## config.mk

```make
export PLATFORM = sky130hd
export DESIGN_NAME = data_fanout
export DESIGN_NICKNAME = d
export VERILOG_FILES = /design/src/rtl/data_fanout_pkg.sv /design/src/rtl/sync_fifo.sv /design/src/rtl/data_fanout.sv
export SDC_FILE = /design/constraint.sdc
export NUM_CORES = 1
export LEC_CHECK = 0
export ABC_CLOCK_PERIOD_IN_PS = 3400
export CELL_PAD_IN_SITES_DETAIL_PLACEMENT = 0
export CELL_PAD_IN_SITES_GLOBAL_PLACEMENT = 2
export CORE_ASPECT_RATIO = 1.4
export CORE_MARGIN = 3
export CORE_UTILIZATION = 35
export CTS_CLUSTER_SIZE = 28
export DETAILED_ROUTE_END_ITERATION = 8
export HOLD_SLACK_MARGIN = 0.03
export PLACE_DENSITY_LB_ADDON = 0.1
export SYNTH_ARGS = -nofsm -noshare
export SYNTH_HDL_FRONTEND = slang
export SYNTH_SLANG_ARGS = --single-unit
```

## constraint.sdc

```tcl
create_clock -name clk -period 3.4 [get_ports clk]
set_clock_uncertainty 0.05 [all_clocks]
set_input_delay 0.68 -clock clk [delete_from_list [all_inputs] [get_ports clk]]
set_output_delay 0.68 -clock clk [all_outputs]
set_load 0.03 [all_outputs]
```

## src/rtl/data_fanout_pkg.sv

```systemverilog
// data_fanout_pkg
//   Shared definitions for the data_fanout block: the dispatch mode
//   enumeration, default parameter values, and the round-robin pointer
//   width/advance helper used by the top level.
package data_fanout_pkg;

    // Dispatch mode held in the internal mode register.
    typedef enum logic {
        MODE_RR    = 1'b0,
        MODE_BCAST = 1'b1
    } mode_e;

    localparam int DEF_DATA_W = 5;
    localparam int DEF_NUM_CH = 2;
    localparam int DEF_DEPTH  = 4;

    // Fixed pointer width covering the largest legal channel count (8),
    // so the pointer and its debug port never collapse to zero bits.
    localparam int PTR_W = 3;

    // Next round-robin channel: wraps from num_ch-1 back to 0.
    function automatic logic [PTR_W-1:0] next_ptr(input logic [PTR_W-1:0] ptr,
                                                  input int               num_ch);
        logic [PTR_W-1:0] nxt;
        if (ptr == PTR_W'(num_ch - 1)) begin
            nxt = '0;
        end else begin
            nxt = ptr + PTR_W'(1);
        end
        return nxt;
    endfunction

endpackage

```

## src/rtl/sync_fifo.sv

```systemverilog
// sync_fifo
//   Single-clock FIFO with a registered "can accept" flag.
//   Ports:
//     clk, rst          clock, asynchronous active-high reset
//     push, push_data   write request (only honoured while in_rdy is high)
//     pop               remove head word (ignored when empty)
//     head_data         current head word (valid while empty is low)
//     empty             no words stored
//     in_rdy            registered: next level below DEPTH; no write-through
//                       when full, even if a pop happens in the same cycle
//     level             current occupancy, 0..DEPTH
module sync_fifo
    import data_fanout_pkg::*;
#(
    parameter int DATA_W = DEF_DATA_W,
    parameter int DEPTH  = DEF_DEPTH
) (
    input  logic                         clk,
    input  logic                         rst,
    input  logic                         push,
    input  logic [DATA_W-1:0]            push_data,
    input  logic                         pop,
    output logic [DATA_W-1:0]            head_data,
    output logic                         empty,
    output logic                         in_rdy,
    output logic [$clog2(DEPTH+1)-1:0]   level
);

    localparam int AW = $clog2(DEPTH);
    localparam int LW = $clog2(DEPTH + 1);
    localparam logic [LW-1:0] FULL_LVL = LW'(DEPTH);

    logic [DATA_W-1:0] mem_q [DEPTH];
    logic [AW-1:0]     wr_ptr_q, wr_ptr_d;
    logic [AW-1:0]     rd_ptr_q, rd_ptr_d;
    logic [LW-1:0]     level_q,  level_d;
    logic              rdy_q,    rdy_d;
    logic              do_push;
    logic              do_pop;

    // Pointers wrap naturally because DEPTH is a power of two.
    assign do_push = push && rdy_q;
    assign do_pop  = pop && (level_q != '0);

    always_comb begin
        wr_ptr_d = wr_ptr_q;
        rd_ptr_d = rd_ptr_q;
        level_d  = level_q;
        if (do_push) begin
            wr_ptr_d = wr_ptr_q + AW'(1);
        end
        if (do_pop) begin
            rd_ptr_d = rd_ptr_q + AW'(1);
        end
        case ({do_push, do_pop})
            2'b10:   level_d = level_q + LW'(1);
            2'b01:   level_d = level_q - LW'(1);
            default: level_d = level_q;
        endcase
        rdy_d = (level_d < FULL_LVL);
    end

    always_ff @(posedge clk or posedge rst) begin
        if (rst) begin
            wr_ptr_q <= '0;
            rd_ptr_q <= '0;
            level_q  <= '0;
            rdy_q    <= 1'b0;
        end else begin
            wr_ptr_q <= wr_ptr_d;
            rd_ptr_q <= rd_ptr_d;
            level_q  <= level_d;
            rdy_q    <= rdy_d;
        end
    end

    // Storage needs no reset: contents are unreachable once level is 0.
    always_ff @(posedge clk) begin
        if (do_push) begin
            mem_q[wr_ptr_q] <= push_data;
        end
    end

    assign head_data = mem_q[rd_ptr_q];
    assign empty     = (level_q == '0);
    assign in_rdy    = rdy_q;
    assign level     = level_q;

endmodule

```

## src/rtl/data_fanout.sv

```systemverilog
// data_fanout
//   Buffers input words in a FIFO and distributes them to NUM_CH output
//   channels, either round-robin (one channel per word, strict order) or
//   broadcast (every channel receives every word).
//   Ports:
//     clk, rst                      clock, asynchronous active-high reset
//     data_in, data_in_vld/_rdy     input stream
//     bcast_mode                    requested mode, sampled only when idle
//     data_out                      channel k at [k*DATA_W +: DATA_W]
//     data_out_vld/_rdy             per-channel output handshake
//     data_en                       any output valid or FIFO non-empty
//     fifo_level                    FIFO occupancy
//     dbg_ptr, dbg_mode             round-robin pointer and mode register
//
//   Handshake: every port pair uses valid/ready; a word moves on a rising
//   edge where valid and ready are both high. A source never withdraws or
//   changes a word while valid is high and ready is low.
module data_fanout
    import data_fanout_pkg::*;
#(
    parameter int DATA_W = DEF_DATA_W,
    parameter int NUM_CH = DEF_NUM_CH,
    parameter int DEPTH  = DEF_DEPTH
) (
    input  logic                         clk,
    input  logic                         rst,
    input  logic [DATA_W-1:0]            data_in,
    input  logic                         data_in_vld,
    output logic                         data_in_rdy,
    input  logic                         bcast_mode,
    output logic [NUM_CH*DATA_W-1:0]     data_out,
    output logic [NUM_CH-1:0]            data_out_vld,
    input  logic [NUM_CH-1:0]            data_out_rdy,
    output logic                         data_en,
    output logic [$clog2(DEPTH+1)-1:0]   fifo_level,
    output logic [PTR_W-1:0]             dbg_ptr,
    output logic                         dbg_mode
);

    logic [NUM_CH-1:0]              vld_q, vld_d;
    logic [NUM_CH-1:0][DATA_W-1:0]  hold_q, hold_d;
    logic [PTR_W-1:0]               ptr_q, ptr_d;
    mode_e                          mode_q, mode_d;

    logic [NUM_CH-1:0]              free;
    logic [NUM_CH-1:0]              sel;
    logic                           pop;
    logic                           push;
    logic                           fifo_empty;
    logic [DATA_W-1:0]              head;

    assign push = data_in_vld && data_in_rdy;

    sync_fifo #(
        .DATA_W (DATA_W),
        .DEPTH  (DEPTH)
    ) u_fifo (
        .clk       (clk),
        .rst       (rst),
        .push      (push),
        .push_data (data_in),
        .pop       (pop),
        .head_data (head),
        .empty     (fifo_empty),
        .in_rdy    (data_in_rdy),
        .level     (fifo_level)
    );

    always_comb begin
        vld_d  = vld_q;
        hold_d = hold_q;
        ptr_d  = ptr_q;
        mode_d = mode_q;
        pop    = 1'b0;
        free   = '0;
        sel    = '0;

        // A holding register is free if empty or emptying this cycle.
        for (int k = 0; k < NUM_CH; k++) begin
            free[k] = !vld_q[k] || data_out_rdy[k];
            sel[k]  = (ptr_q == PTR_W'(k));
            if (vld_q[k] && data_out_rdy[k]) begin
                vld_d[k] = 1'b0;
            end
        end

        if (!fifo_empty) begin
            if (mode_q == MODE_BCAST) begin
                // All channels must be free so the word lands everywhere at once.
                if (&free) begin
                    pop = 1'b1;
                    for (int k = 0; k < NUM_CH; k++) begin
                        vld_d[k]  = 1'b1;
                        hold_d[k] = head;
                    end
                end
            end else if ((free & sel) != '0) begin
                // Strict order: only the pointed-to channel may take the head.
                pop   = 1'b1;
                ptr_d = next_ptr(ptr_q, NUM_CH);
                for (int k = 0; k < NUM_CH; k++) begin
                    if (sel[k]) begin
                        vld_d[k]  = 1'b1;
                        hold_d[k] = head;
                    end
                end
            end
        end

        // Mode only changes while nothing is buffered or in flight.
        if (fifo_empty && (vld_q == '0)) begin
            mode_d = mode_e'(bcast_mode);
            if (mode_d != mode_q) begin
                ptr_d = '0;
            end
        end
    end

    always_ff @(posedge clk or posedge rst) begin
        if (rst) begin
            vld_q  <= '0;
            hold_q <= '0;
            ptr_q  <= '0;
            mode_q <= MODE_RR;
        end else begin
            vld_q  <= vld_d;
            hold_q <= hold_d;
            ptr_q  <= ptr_d;
            mode_q <= mode_d;
        end
    end

    assign data_out     = hold_q;
    assign data_out_vld = vld_q;
    assign data_en      = (vld_q != '0) || !fifo_empty;
    assign dbg_ptr      = ptr_q;
    assign dbg_mode     = mode_q;

endmodule

```

Word-level counts from Yosys, hierarchy flattened:

Memories as Yosys holds them, arrays and structs flattened.
Cells that the tools add are included.

* $add $sub $neg: 5
* magnitude comparators: 1
* equality and inequality tests: 5
* mux-type cells: 26
* bitwise gates (word level): 2
* reduce and logical (&&, ||, !) cells: 24

Operators with widths (number)
* 2-to-1 mux 10 bit: 3
* 2-to-1 mux 3 bit: 6
* 2-to-1 mux 1 bit: 10
* 2-to-1 mux 5 bit: 2
* nonzero test 2 bit: 5
* 2-to-1 mux 2 bit: 4
* AND reduction 4 bit: 2
* adder 3 x 1 -> 3 bit, second input constant: 2
* logical AND 1 bit: 6
* zero test 3 bit: 2
* case mux 3 bit (2 select lines): 1
* adder 2 x 1 -> 2 bit, second input constant: 2
* == test 3 x 1 -> 1 bit, second input constant: 1
* zero test 1 bit: 3
* logical OR 1 bit: 3
* less-than comparator 3 bit, second input constant: 1
* nonzero test 3 bit: 1
* subtractor 3 x 1 -> 3 bit, second input constant: 1
* AND 2 bit: 1
* == test 2 x 1 -> 1 bit, second input constant: 1
* == test 2 bit, second input constant: 1
* zero test 2 bit: 1
* inequality test 2 x 1 -> 1 bit, second input constant: 1
* AND reduction 2 bit: 1
* other kinds (2): 2

* register bits: 24
* RAM bits: 20
* bits of input ports: 11
* output and inout port bits: 21
* word-level logic and storage cells: 73
* memories: 1

Memories
* u_fifo.mem_q: depth 4, bits a word 5, read ports 1, clocked after Yosys merged registers in 0, write ports 1, line sync_fifo.sv:33 `logic [DATA_W-1:0] mem_q [DEPTH];`

Depth between registers and ports, before layout:

* depth in word-level cells: 11
* gate-level depth with buffers: 10
* gate-level depth less buffers: 9

Modules after synthesis:

Synthesis repeated with hierarchy kept, for this count alone.

* cell total of the unflattened synthesis: 118
* area, all modules: 1935.6 um^2

By module, submodules not included
* sync_fifo: instances 1, cells each 62, area each 1156.1 um^2, sequential area each 800.8 um^2
* data_fanout: instances 1, cells each 56, area each 779.5 um^2, sequential area each 400.4 um^2

Worst setup path before layout:

No wires, ideal clock.

* path type: register to register
* start: register u_fifo.level_q[0], in the netlist u_fifo.level[0]
* end: register u_fifo.rdy_q, in the netlist u_fifo.in_rdy
* setup time: 0.121 ns
* arrival: 2.358 ns
* data required time: 3.229 ns
* setup slack: 0.871 ns
* cell stages (with the launch flop): 11
* buffers on the path: 1
* clock period less this slack: 2.529 ns
* path through: dfrtp_1 or3_1 buf_6 nand4_1 o21ai_0 ha_1 fa_1 xnor2_1 nor2_1 xor2_1 inv_1

* word-level cells in the longest chain between the ends: 6
* elaborated cells between the ends (all ways): 10
* classes of those cells: 2 x add/sub; 1 x order compare; 2 x eq/ne; 2 x mux; 3 x reduce/logical

Ends and longest elaborated chain
* start: declaration: line sync_fifo.sv:36 `logic [LW-1:0] level_q, level_d;`
* start signal: assignment: line sync_fifo.sv:72 `level_q <= level_d;`
* zero test 3 bit: line sync_fifo.sv:85 `assign empty = (level_q == '0);`
* 2-to-1 mux 1 bit: line data_fanout.sv:87 `if (!fifo_empty) begin`
* logical AND 1 bit *: line sync_fifo.sv:43 `assign do_pop = pop && (level_q != '0);`
* via u_fifo.do_pop: line sync_fifo.sv:39 `logic do_pop;`
* == test 2 x 1 -> 1 bit / == test 2 bit (equally long branches): line sync_fifo.sv:55 `case ({do_push, do_pop})`
* case mux 3 bit (2 select lines) *: line sync_fifo.sv:55
* less-than comparator 3 bit *: line sync_fifo.sv:60 `rdy_d = (level_d < FULL_LVL);`
* via u_fifo.rdy_d: line sync_fifo.sv:37 `logic rdy_q, rdy_d;`
* end signal: assignment: line sync_fifo.sv:73 `rdy_q <= rdy_d;`
* end: declaration: line sync_fifo.sv:37

Mark *: on every way through the listed nets, which the timed path passes. The rest lies on a longest branch.
A chain may end at the register's enable or synchronous reset.

Worst setup path in the final report:

* start: register u_fifo.level_q[0], in the netlist u_fifo.level[0]
* end: output data_en

* word-level cells in the longest chain between the ends: 3

Ends and longest elaborated chain
* zero test 3 bit: line sync_fifo.sv:85
* zero test 1 bit: line data_fanout.sv:135 `assign data_en = (vld_q != '0) || !fifo_empty;`
* logical OR 1 bit: line data_fanout.sv:135
* end: declaration: line data_fanout.sv:34 `output logic data_en,`

No other way between the ends.

==> impl_metrics.tcl <==
set metrics [dict create \
    run_status "finished, final reports clean" \
    grt_overflow 0 \
    cts_tree "done" \
    synth-simple-area-share 0.0850 \
    drc_errors 0 \
    drv_slew 0 \
    critical_path.cell_chain "or3_1 > or3_4 > clkdlybuf4s50_1" \
    crit_path_end_kind "output pin" \
    finalHoldViolations 0 \
    htreeDepth 2 \
    dp_slack_ns 0.248 \
    drive_above_1_share 0.191 \
    worst_slack_ns 0.432 \
    n_fill_cell 470 \
    synthMuxAreaShare 0.143 \
    rsz0062_at_grt "false" \
    synth_area_leader_cell "dfrtp_1" \
    cp.arrival_ns 2.24 \
    synthAdderAreaFrac 0.0449 \
    async_flop_share 0.545 \
    post_cts_buffers 0 \
    nets 168 \
    max_cap_viol_count 0 \
    ios 32 \
    clkLatencyLatePin_ns 0.29 \
    dieWidth_microns 67.3 \
    cts_resized 0 \
    ir_worst_vdd_mv 0.459 \
    synth_ff_type "dfrtp_1" \
    synth_compound_area_frac 0.0204 \
    setup-violations-final 0 \
    slowest_stage "clkdlybuf4s50_1" \
    path_clk_slew_ns 0.08 \
    power.leakage_nw 0.910 \
    synth_xor_area_frac 0.0333 \
    post-route-util 0.469 \
    yosys_warnings 0 \
    yosysSeqAreaShare 0.653 \
    vias_per_cell 4.81 \
    start_util 0.371 \
    fin_tns_setup_ns 0 \
    drt_iter0_drc 38 \
    slew_headroom 0.380 \
    finalPower_mw 2.39 \
    areaGrowthSynthToFinish_pct 26.2 \
    drt_first_pass_iters 4 \
    fp-row-count 30 \
    synth-edff-count 20 \
    netlist_top_cells_area "dfrtp_1 33%, edfxtp_1 33%, mux2_2 7.3%" \
    grt_util_all_layers 0.114 \
    tightest_slew_ns 0.929 \
    antenna_cells 0 \
    synthesis.nets 134 \
    worstPathMaxFanout 8 \
    gp_congestion 0.735 \
    ant_nets 0 \
    max_freq_mhz 337 \
    cts.path.max_buffers 2 \
    synth_top_family_by_area "multiplexers" \
    die_h_microns 91.8 \
    dieArea_sq_um 6180 \
    period_share 0.873 \
    clkSinkCount 44 \
    ys_ff_latch 44 \
    cts_root_buffer "clkbuf_8" \
    avgSynthCellArea_sq_um 15.7 \
    ctsHoldBuffers 0 \
    yosysUniqueCellTypes 31 \
    multi_input_area_sq_um 601 \
    finalCriticalPeriod_ns 2.97 \
    vias 1039 \
    numPortBuffers 31 \
    crit_type "flip-flop to output pin" \
    post-dp-hpwl_microns 2380 \
    wl_per_cell_microns 14.8 \
    coreArea_sq_um 4950 \
    antenna_found_initial 0 \
    cts_buffers 5 \
    wirelength_microns 3200 \
    grt_max_degree 25 \
    synth_common_cells "24 x dfrtp_1, 20 x edfxtp_1, 12 x mux2_2" \
    grt_pass1_vias 1046 \
    required_ns 2.67 \
    critPathLaunchType "flip-flop" \
    grt_pass1_wl_microns 5140 \
    syn_inst 117 \
    critPathMaxStageDelay_ns 0.60 \
    synth_top_area_share 0.326 \
    hold_path.class "flip-flop to flip-flop" \
    power.density_nw_per_um2 1030 \
    synth_area_sq_um 1840 \
    regArea_sq_um 1200 \
    synth_most_common_cell "dfrtp_1" \
    hold_slack_ns 0.458 \
]
## state kept, by name, summed over array words and instances, names as in the netlist, named ones only
signal / flops
dbg_ptr: 3
u_fifo.level: 2
data_out_vld: 2
u_fifo.rd_ptr_q: 2
data_out: 10
dbg_mode: 1
u_fifo.wr_ptr_q: 2
u_fifo.mem_q: 20
u_fifo.in_rdy: 1
## area by class of cell
cell class | count | share of cell area
sequential | 44 | 0.517
inverter | 4 | 0.00647
timing repair buffer | 31 | 0.134
clock inverter | 3 | 0.0199
tap | 64 | 0.0345
clock buffer | 5 | 0.0296
multi-input combinational | 65 | 0.259
## metal layers
metal	routed length, microns	vias to the layer above	global-route usage
met5	0	-	0
met4	23	0	0.0457
met3	134	2	0.0355
met2	1730	25	0.188
met1	1310	518	0.134
li1	-	494	-
## report_power, final
group          total, mW  internal (mW)  switching (mW)
clock network      0.404          0.221           0.183
registers          0.901          0.742           0.159
logic               1.08          0.529           0.555
## cell families after synthesis
family / Yosys count
compound gates: 7
xor+xnor: 7
fa+ha+maj: 6
buf+inv: 8
flops: 44
mux: 18
simple gates: 27
## placed cells by master, fill, tap and decap left out, types with 2 or more instances in the layout
cell              n
nand3_1           2
clkdlybuf4s50_1  31
clkbuf_8          5
inv_1             4
xnor2_1           4
edfxtp_1         20
a21oi_1           2
nor3_1            2
dfrtp_1          24
nor2_1            4
mux4_2            5
nand2_1           5
xor2_1            3
ha_1              5
and3_1            4
mux2_2           12
nand2b_1          2
o21ai_0           3
## path summary, 6_finish.rpt
kind / from / end / slack (ns) / cells after the start
min in group asynchronous: rst / u_fifo.level[0] / 0.84 / 2
setup / recovery: u_fifo.level[0] / data_en / 0.43 / 3
hold / removal: data_out[9] / data_out[9] / 0.46 / 1
setup reg to reg: u_fifo.level[0] / u_fifo.in_rdy / 0.78 / 9
hold reg to reg: data_out[9] / data_out[9] / 0.46 / 1
max in group asynchronous: rst / data_out[1] / 1.89 / 2
## critical path, delay by kind of cell, from the launching register on
kind | cells | cell delay [ns]
buffers and inverters | 1 | 0.60
AND/OR/NAND/NOR | 2 | 0.89
flip-flops | 1 | 0.45
## stage by stage
stage	instances	area [sq um]
2_1_floorplan	117	1840
3_3_place_gp	208	2210
3_5_place_dp	208	2210
4_1_cts	216	2320
5_1_grt	216	2320
6_report	216	2320
Note: power is estimated with default switching activity, not from simulation.
